--- src/rtl/alu_pkg.sv ---
// Shared definitions for the ALU operation sequencer: FSM state encodings,
// ALU in_sel control words, the illegal opcode and the opcode-to-one-hot map.
package alu_pkg;

    // Sequencer FSM states; the encoding is visible on the debug state port.
    typedef enum logic [1:0] {
        ST_IDLE = 2'b00,
        ST_LOAD = 2'b01,
        ST_EXEC = 2'b10,
        ST_HOLD = 2'b11
    } state_e;

    // ALU in_sel control words, bit order {persist, load, reset}.
    localparam logic [2:0] IN_SEL_PERSIST = 3'b100;
    localparam logic [2:0] IN_SEL_LOAD    = 3'b010;
    localparam logic [2:0] IN_SEL_RESET   = 3'b001;
    localparam logic [2:0] IN_SEL_NONE    = 3'b000;

    // Opcode that is rejected instead of being sent to the ALU.
    localparam logic [2:0] OP_ILLEGAL = 3'd7;

    // Widest one-hot select a 3-bit opcode can address.
    localparam int MAX_OPS = 8;

    // Opcode k selects one-hot bit (num_ops-1-k): op 0 is the MSB of the
    // select. Opcodes at or beyond num_ops give an all-zero select.
    function automatic logic [MAX_OPS-1:0] op_to_onehot(input logic [2:0] op,
                                                        input int       num_ops);
        logic [MAX_OPS-1:0] sel;
        sel = '0;
        if (int'(op) < num_ops) begin
            sel[num_ops - 1 - int'(op)] = 1'b1;
        end
        return sel;
    endfunction

endpackage

--- src/rtl/alu_op_sequencer.sv ---
// Command-driven controller for the 8-bit ALU datapath. Accepts one command
// per valid/ready handshake, loads the operands into the ALU, holds the op
// for EXEC_CYCLES and captures the result, which is then offered on a second
// valid/ready handshake. This block is the only driver of the ALU controls.
module alu_op_sequencer
    import alu_pkg::*;
#(
    parameter int WIDTH       = 8,
    parameter int NUM_OPS     = 7,
    parameter int EXEC_CYCLES = 1
) (
    input  logic               clk,
    input  logic               rst,
    // command channel
    input  logic               cmd_valid,
    output logic               cmd_ready,
    input  logic [2:0]         cmd_op,
    input  logic               cmd_chain,
    input  logic [WIDTH-1:0]   cmd_a,
    input  logic [WIDTH-1:0]   cmd_b,
    // result channel
    output logic               res_valid,
    input  logic               res_ready,
    output logic [WIDTH-1:0]   res_data,
    output logic [2:0]         res_op,
    output logic               err_op,
    // ALU control
    output logic               alu_on,
    output logic [2:0]         alu_in_sel,
    output logic [WIDTH-1:0]   alu_num1,
    output logic [WIDTH-1:0]   alu_num2,
    output logic [NUM_OPS-1:0] alu_out_sel,
    input  logic [WIDTH-1:0]   alu_out,
    // debug
    output logic [1:0]         state
);

    // Exec counter is at least one bit wide so EXEC_CYCLES=1 still elaborates.
    localparam int              CNT_W    = (EXEC_CYCLES > 1) ? $clog2(EXEC_CYCLES) : 1;
    localparam logic [CNT_W-1:0] CNT_LAST = CNT_W'(EXEC_CYCLES - 1);

    state_e             state_q, state_d;
    logic [CNT_W-1:0]   cnt_q;
    logic [2:0]         op_q;
    logic [WIDTH-1:0]   num1_q;
    logic [WIDTH-1:0]   num2_q;
    logic [WIDTH-1:0]   res_data_q;
    logic [2:0]         res_op_q;
    logic [WIDTH-1:0]   last_result_q;
    logic               err_op_q;

    logic               cmd_accept;
    logic               cmd_legal;
    logic               exec_last;
    logic               res_accept;

    assign cmd_accept = cmd_valid && (state_q == ST_IDLE);
    assign cmd_legal  = (cmd_op != OP_ILLEGAL);
    assign exec_last  = (cnt_q == CNT_LAST);
    assign res_accept = (state_q == ST_HOLD) && res_ready;

    // State register; reset returns to IDLE and abandons any command in flight.
    // NOTE: sequential state uses non-blocking assignments so every register
    // samples the pre-edge values of its inputs, independent of block order.
    always_ff @(posedge clk) begin
        if (!rst) begin
            state_q <= ST_IDLE;
        end else begin
            state_q <= state_d;
        end
    end

    // Next-state logic: IDLE -> LOAD -> EXEC (EXEC_CYCLES) -> HOLD -> IDLE.
    // NOTE: state_d is defaulted first so no path leaves it unassigned,
    // which would otherwise infer a latch.
    always_comb begin
        state_d = state_q;
        unique case (state_q)
            ST_IDLE: begin
                // An illegal opcode is consumed but the FSM stays put.
                if (cmd_accept && cmd_legal) begin
                    state_d = ST_LOAD;
                end
            end
            ST_LOAD: begin
                state_d = ST_EXEC;
            end
            ST_EXEC: begin
                if (exec_last) begin
                    state_d = ST_HOLD;
                end
            end
            ST_HOLD: begin
                if (res_accept) begin
                    state_d = ST_IDLE;
                end
            end
            default: begin
                state_d = ST_IDLE;
            end
        endcase
    end

    // Output decode: handshake flags and ALU controls as a function of state.
    always_comb begin
        cmd_ready   = 1'b0;
        res_valid   = 1'b0;
        alu_on      = 1'b0;
        alu_in_sel  = IN_SEL_NONE;
        alu_out_sel = '0;
        unique case (state_q)
            ST_IDLE: begin
                cmd_ready = 1'b1;
            end
            ST_LOAD: begin
                alu_on      = 1'b1;
                alu_in_sel  = IN_SEL_LOAD;
                alu_out_sel = NUM_OPS'(op_to_onehot(op_q, NUM_OPS));
            end
            ST_EXEC: begin
                alu_on      = 1'b1;
                alu_in_sel  = IN_SEL_PERSIST;
                alu_out_sel = NUM_OPS'(op_to_onehot(op_q, NUM_OPS));
            end
            ST_HOLD: begin
                res_valid = 1'b1;
            end
            default: begin
                cmd_ready = 1'b0;
            end
        endcase
    end

    // Datapath registers: operand latch, exec counter, result capture and the
    // illegal-opcode pulse. Everything here is cleared by reset, including the
    // chained-result register, so a chain after reset starts from zero.
    always_ff @(posedge clk) begin
        if (!rst) begin
            cnt_q         <= '0;
            op_q          <= '0;
            num1_q        <= '0;
            num2_q        <= '0;
            res_data_q    <= '0;
            res_op_q      <= '0;
            last_result_q <= '0;
            err_op_q      <= 1'b0;
        end else begin
            // One-cycle pulse in the cycle after an illegal opcode is taken.
            err_op_q <= cmd_accept && !cmd_legal;

            // Operands are latched only for a legal command; otherwise the ALU
            // operand outputs keep their previous values.
            if (cmd_accept && cmd_legal) begin
                op_q   <= cmd_op;
                num1_q <= cmd_chain ? last_result_q : cmd_a;
                num2_q <= cmd_b;
            end

            // Count EXEC cycles; sample the ALU on the last one.
            if (state_q == ST_EXEC) begin
                if (exec_last) begin
                    cnt_q         <= '0;
                    res_data_q    <= alu_out;
                    last_result_q <= alu_out;
                    res_op_q      <= op_q;
                end else begin
                    cnt_q <= cnt_q + 1'b1;
                end
            end else begin
                cnt_q <= '0;
            end
        end
    end

    assign res_data = res_data_q;
    assign res_op   = res_op_q;
    assign err_op   = err_op_q;
    assign alu_num1 = num1_q;
    assign alu_num2 = num2_q;
    assign state    = state_q;

endmodule

--- config.mk ---
export PLATFORM = sky130hd
export DESIGN_NAME = alu_op_sequencer
export DESIGN_NICKNAME = d
export VERILOG_FILES = /design/src/rtl/alu_pkg.sv /design/src/rtl/alu_op_sequencer.sv
export SDC_FILE = /design/constraint.sdc
export NUM_CORES = 1
export LEC_CHECK = 0
export CAP_MARGIN = 40
export CELL_PAD_IN_SITES_DETAIL_PLACEMENT = 1
export CELL_PAD_IN_SITES_GLOBAL_PLACEMENT = 2
export CORE_UTILIZATION = 24
export CTS_CLUSTER_DIAMETER = 100
export DETAILED_ROUTE_END_ITERATION = 8
export PLACE_DENSITY_LB_ADDON = 0.1
export RECOVER_POWER = 50
export SYNTH_ARGS = -nofsm -noshare
export SYNTH_HDL_FRONTEND = slang
export SYNTH_SLANG_ARGS = --single-unit
--- constraint.sdc ---
create_clock -name clk -period 3 [get_ports clk]
set_input_delay 0.45 -clock clk [delete_from_list [all_inputs] [get_ports clk]]
set_output_delay 0.45 -clock clk [all_outputs]
set_load 0.03 [all_outputs]
==> results.cfg <==
[detailed_routing]
post-route-drc-count = 0
vias = 1431
postRouteWirelength_mm = 4.57
drtIter0Drc = 61
drt_pass1_iterations = 4
routed_via_density = 4.46
routed_length_per_placed_instance_um = 14.2
antenna_left = 0

[critical_path]
max_stage_delay_ns = 0.73
timing.critical_path.slowest_stage_cell = sky130_fd_sc_hd__clkdlybuf4s50_1
timing.setup.critical_path_class = register to output pin
worstPathRequired_ns = 2.55
critical_path.cell_chain = inv_1 -> ha_1 -> nand2_1 -> a2111oi_1 -> clkdlybuf4s50_1
critical_path.max_fanout = 5
worst_setup_path_end_kind = output pin
start_kind = register
critical_path_arrival_ns = 2.38

[worst_hold_path]
worst_hold_path_type = register to register

[yosys]
synthArstFlopShare_pct = 0
synthesis.yosys.warnings = 0
synth.area.top_cells = sky130_fd_sc_hd__dfxtp_1, sky130_fd_sc_hd__a21oi_1, sky130_fd_sc_hd__mux2i_1
ys_dominant_reg_cell = sky130_fd_sc_hd__dfxtp_1
synth_area_per_cell_um2 = 8.72
post-synth-top-area-cell = sky130_fd_sc_hd__dfxtp_1
synth_enable_flop_cells = 0
post-synth-top-count-cell = sky130_fd_sc_hd__dfxtp_1
synth_top_area_share_pct = 43.8
netlist_instances = 178
synth_commonest_cells = sky130_fd_sc_hd__dfxtp_1, sky130_fd_sc_hd__a21oi_1, sky130_fd_sc_hd__nand2_1
netlist_area_um2 = 1550
synth.ff_latch_count = 34
synth.mux.area_fraction_pct = 7.09
synth-simple-area-share_pct = 16.2
synthAdderAreaFrac_pct = 5.64
synth_xor_xnor_area_share_pct = 1.13
ys_types = 29
synth_top_family_by_area = compound AO/OA/AOI/OAI gates
ys_seq_area_share_pct = 43.8
synth-compound-area-share_pct = 20.0

[sta]
fmaxAchievable_mhz = 353
rsz_0062_raised_after_global_routing = no
worstMarginPinSlew_ns = 0.877
pins_over_slew_limit = 0
final_period_minus_worst_setup_slack_ns = 2.83
fin_setup_tns_ns = 0
layout_worst_path_cycle_share_pct = 94.3
timing.slew.headroom_pct = 40.0
fin_worst_skew_ns = 0.00815
timing.final.hold_violations = 0
finish_stage_setup_viols = 0

[clock_network]
worst_setup_hold_path_clk_slew_ns = 0.06
h-tree-depth = 2
post-cts-setup-buffers = 0
cts_tree = done
longest_clk_path_bufs = 2
cts-root-buf = sky130_fd_sc_hd__clkbuf_8
clk-insertion-delay-late_ns = 0.29
cts_resized = 0
cts_made_buffers = 5
cts_num_sinks = 34
post_cts_hold_buffer_count = 0

[placed_design]
post-dp-hpwl_mm = 3.31
number_of_buffer_cells_added_on_primary_ports = 73
post_dp_cell_area_um2 = 2320
routability_congestion = 0.667

[layout]
area.growth.synth_to_final_pct = 55.0
final_design_area_no_fill_um2 = 2410
drive_above_1_share_pct = 4.47
layout.nets = 285
antenna_cells_inserted = 0

[job]
max_cap_viol_count = 0

[run_status]
result_of_the_run = finished, final reports clean

[power]
power.density_nw_per_um2 = 805
leak_pwr_nw = 0.939
ir_worst_vdd_mv = 0.343

[floorplan]
die_outline_height_um = 82.4
dieArea_um2 = 6800
die-width_um = 82.4
io_pins = 75
initial_core_utilization_pct = 25.5
design.core.area_um2 = 6100
placementRows = 28

[global_routing]
grt_antenna_before_repair = 0
grt_start_max_net_pins = 29
globalRouteTotalUtil_pct = 13.7
grt_overflow = 0
wire_length_of_the_first_global_routing_pass_mm = 6.76
grt_pass1_vias = 1414
==> report_power, final <==
group | internal (mW) | switching (mW) | total, mW
clock | 0.266 | 0.164 | 0.430
combinational | 0.362 | 0.546 | 0.908
sequential | 0.536 | 0.0639 | 0.600
total | 1.16 | 0.774 | 1.94
==> layout make-up <==
class,count,area (µm²)
multi-input cells,126,767
clock buffers,6,82.6
fillers,743,3690
flip-flops and latches,34,681
well taps,75,93.8
inverters,5,18.8
repair buffers,74,734
clock inverters,1,30.0
==> routing by layer <==
layer / share of wire (%) / global-route usage, % / vias up / wire, µm
met2: 41 / 19.8 / 52 / 1890
met3: 8.1 / 6.15 / 2 / 368
met4: 0.74 / 4.21 / 0 / 34
met1: 50 / 18.0 / 632 / 2270
li1: - / - / 745 / -
met5: 0 / 0 / - / 0
==> path summary, 6_finish.rpt <==
| kind | startpoint | endpoint | slack [ns] | cells after the start |
|---|---|---|---|---|
| min | res_op[0] | res_op[0] | 0.47 | 2 |
| max reg2reg | state[0] | state[1] | 0.95 | 5 |
| min reg2reg | res_op[0] | res_op[0] | 0.47 | 2 |
| max | state[0] | alu_out_sel[5] | 0.17 | 5 |
==> cells in the final DEF (no fill, tap or decap), drive strengths merged, types with 2 or more instances in the layout <==
master,instances
o221a,3
nand3,11
a21oi,27
o21ai,9
inv,5
nand2b,2
dfxtp,34
a2111oi,2
nor3b,2
dlygate4sd3,21
and2,2
mux2i,11
clkbuf,7
nand2,27
conb,2
clkdlybuf4s50,52
nor2,5
a211oi,8
nor2b,4
ha,7
==> cell families after synthesis <==
logic type               after synthesis
adder cells (fa/ha/maj)                7
AO/OA/AOI/OAI                         49
flip-flops                            34
AND/OR/NAND/NOR                       55
XOR/XNOR                               2
multiplexers                          11
other                                  1
buffers and inverters                 19
==> state kept, by name, indices dropped and copies added (netlist names) <==
register       count
alu_num1           8
op_q               3
alu_num2           8
state              2
last_result_q      8
res_op             3
err_op             1
cnt_q              1
==> metrics by stage <==
step	total power [mW]	worst slack (ns)	hold slack [ns]	utilization, %	std cells
after floorplan	1.22	0.0200	0.472	-	179
after global placement	1.58	0.514	0.444	38.0	314
after detailed placement	1.57	0.453	0.457	38.0	314
after CTS	2.01	0.146	0.473	39.9	321
after global routing	2.06	0.0295	0.491	39.5	321
final	1.94	0.171	0.466	39.5	321
==> worst max-delay path: cells and delay by family, from the launching register on <==
| kind | cells | cell delay (ns) |
|---|---|---|
| compound gates | 1 | 0.37 |
| fa+ha+maj | 1 | 0.37 |
| buf+inv | 2 | 0.84 |
| flops | 1 | 0.40 |
| simple gates | 1 | 0.11 |
(Power assumes the default switching activity.)
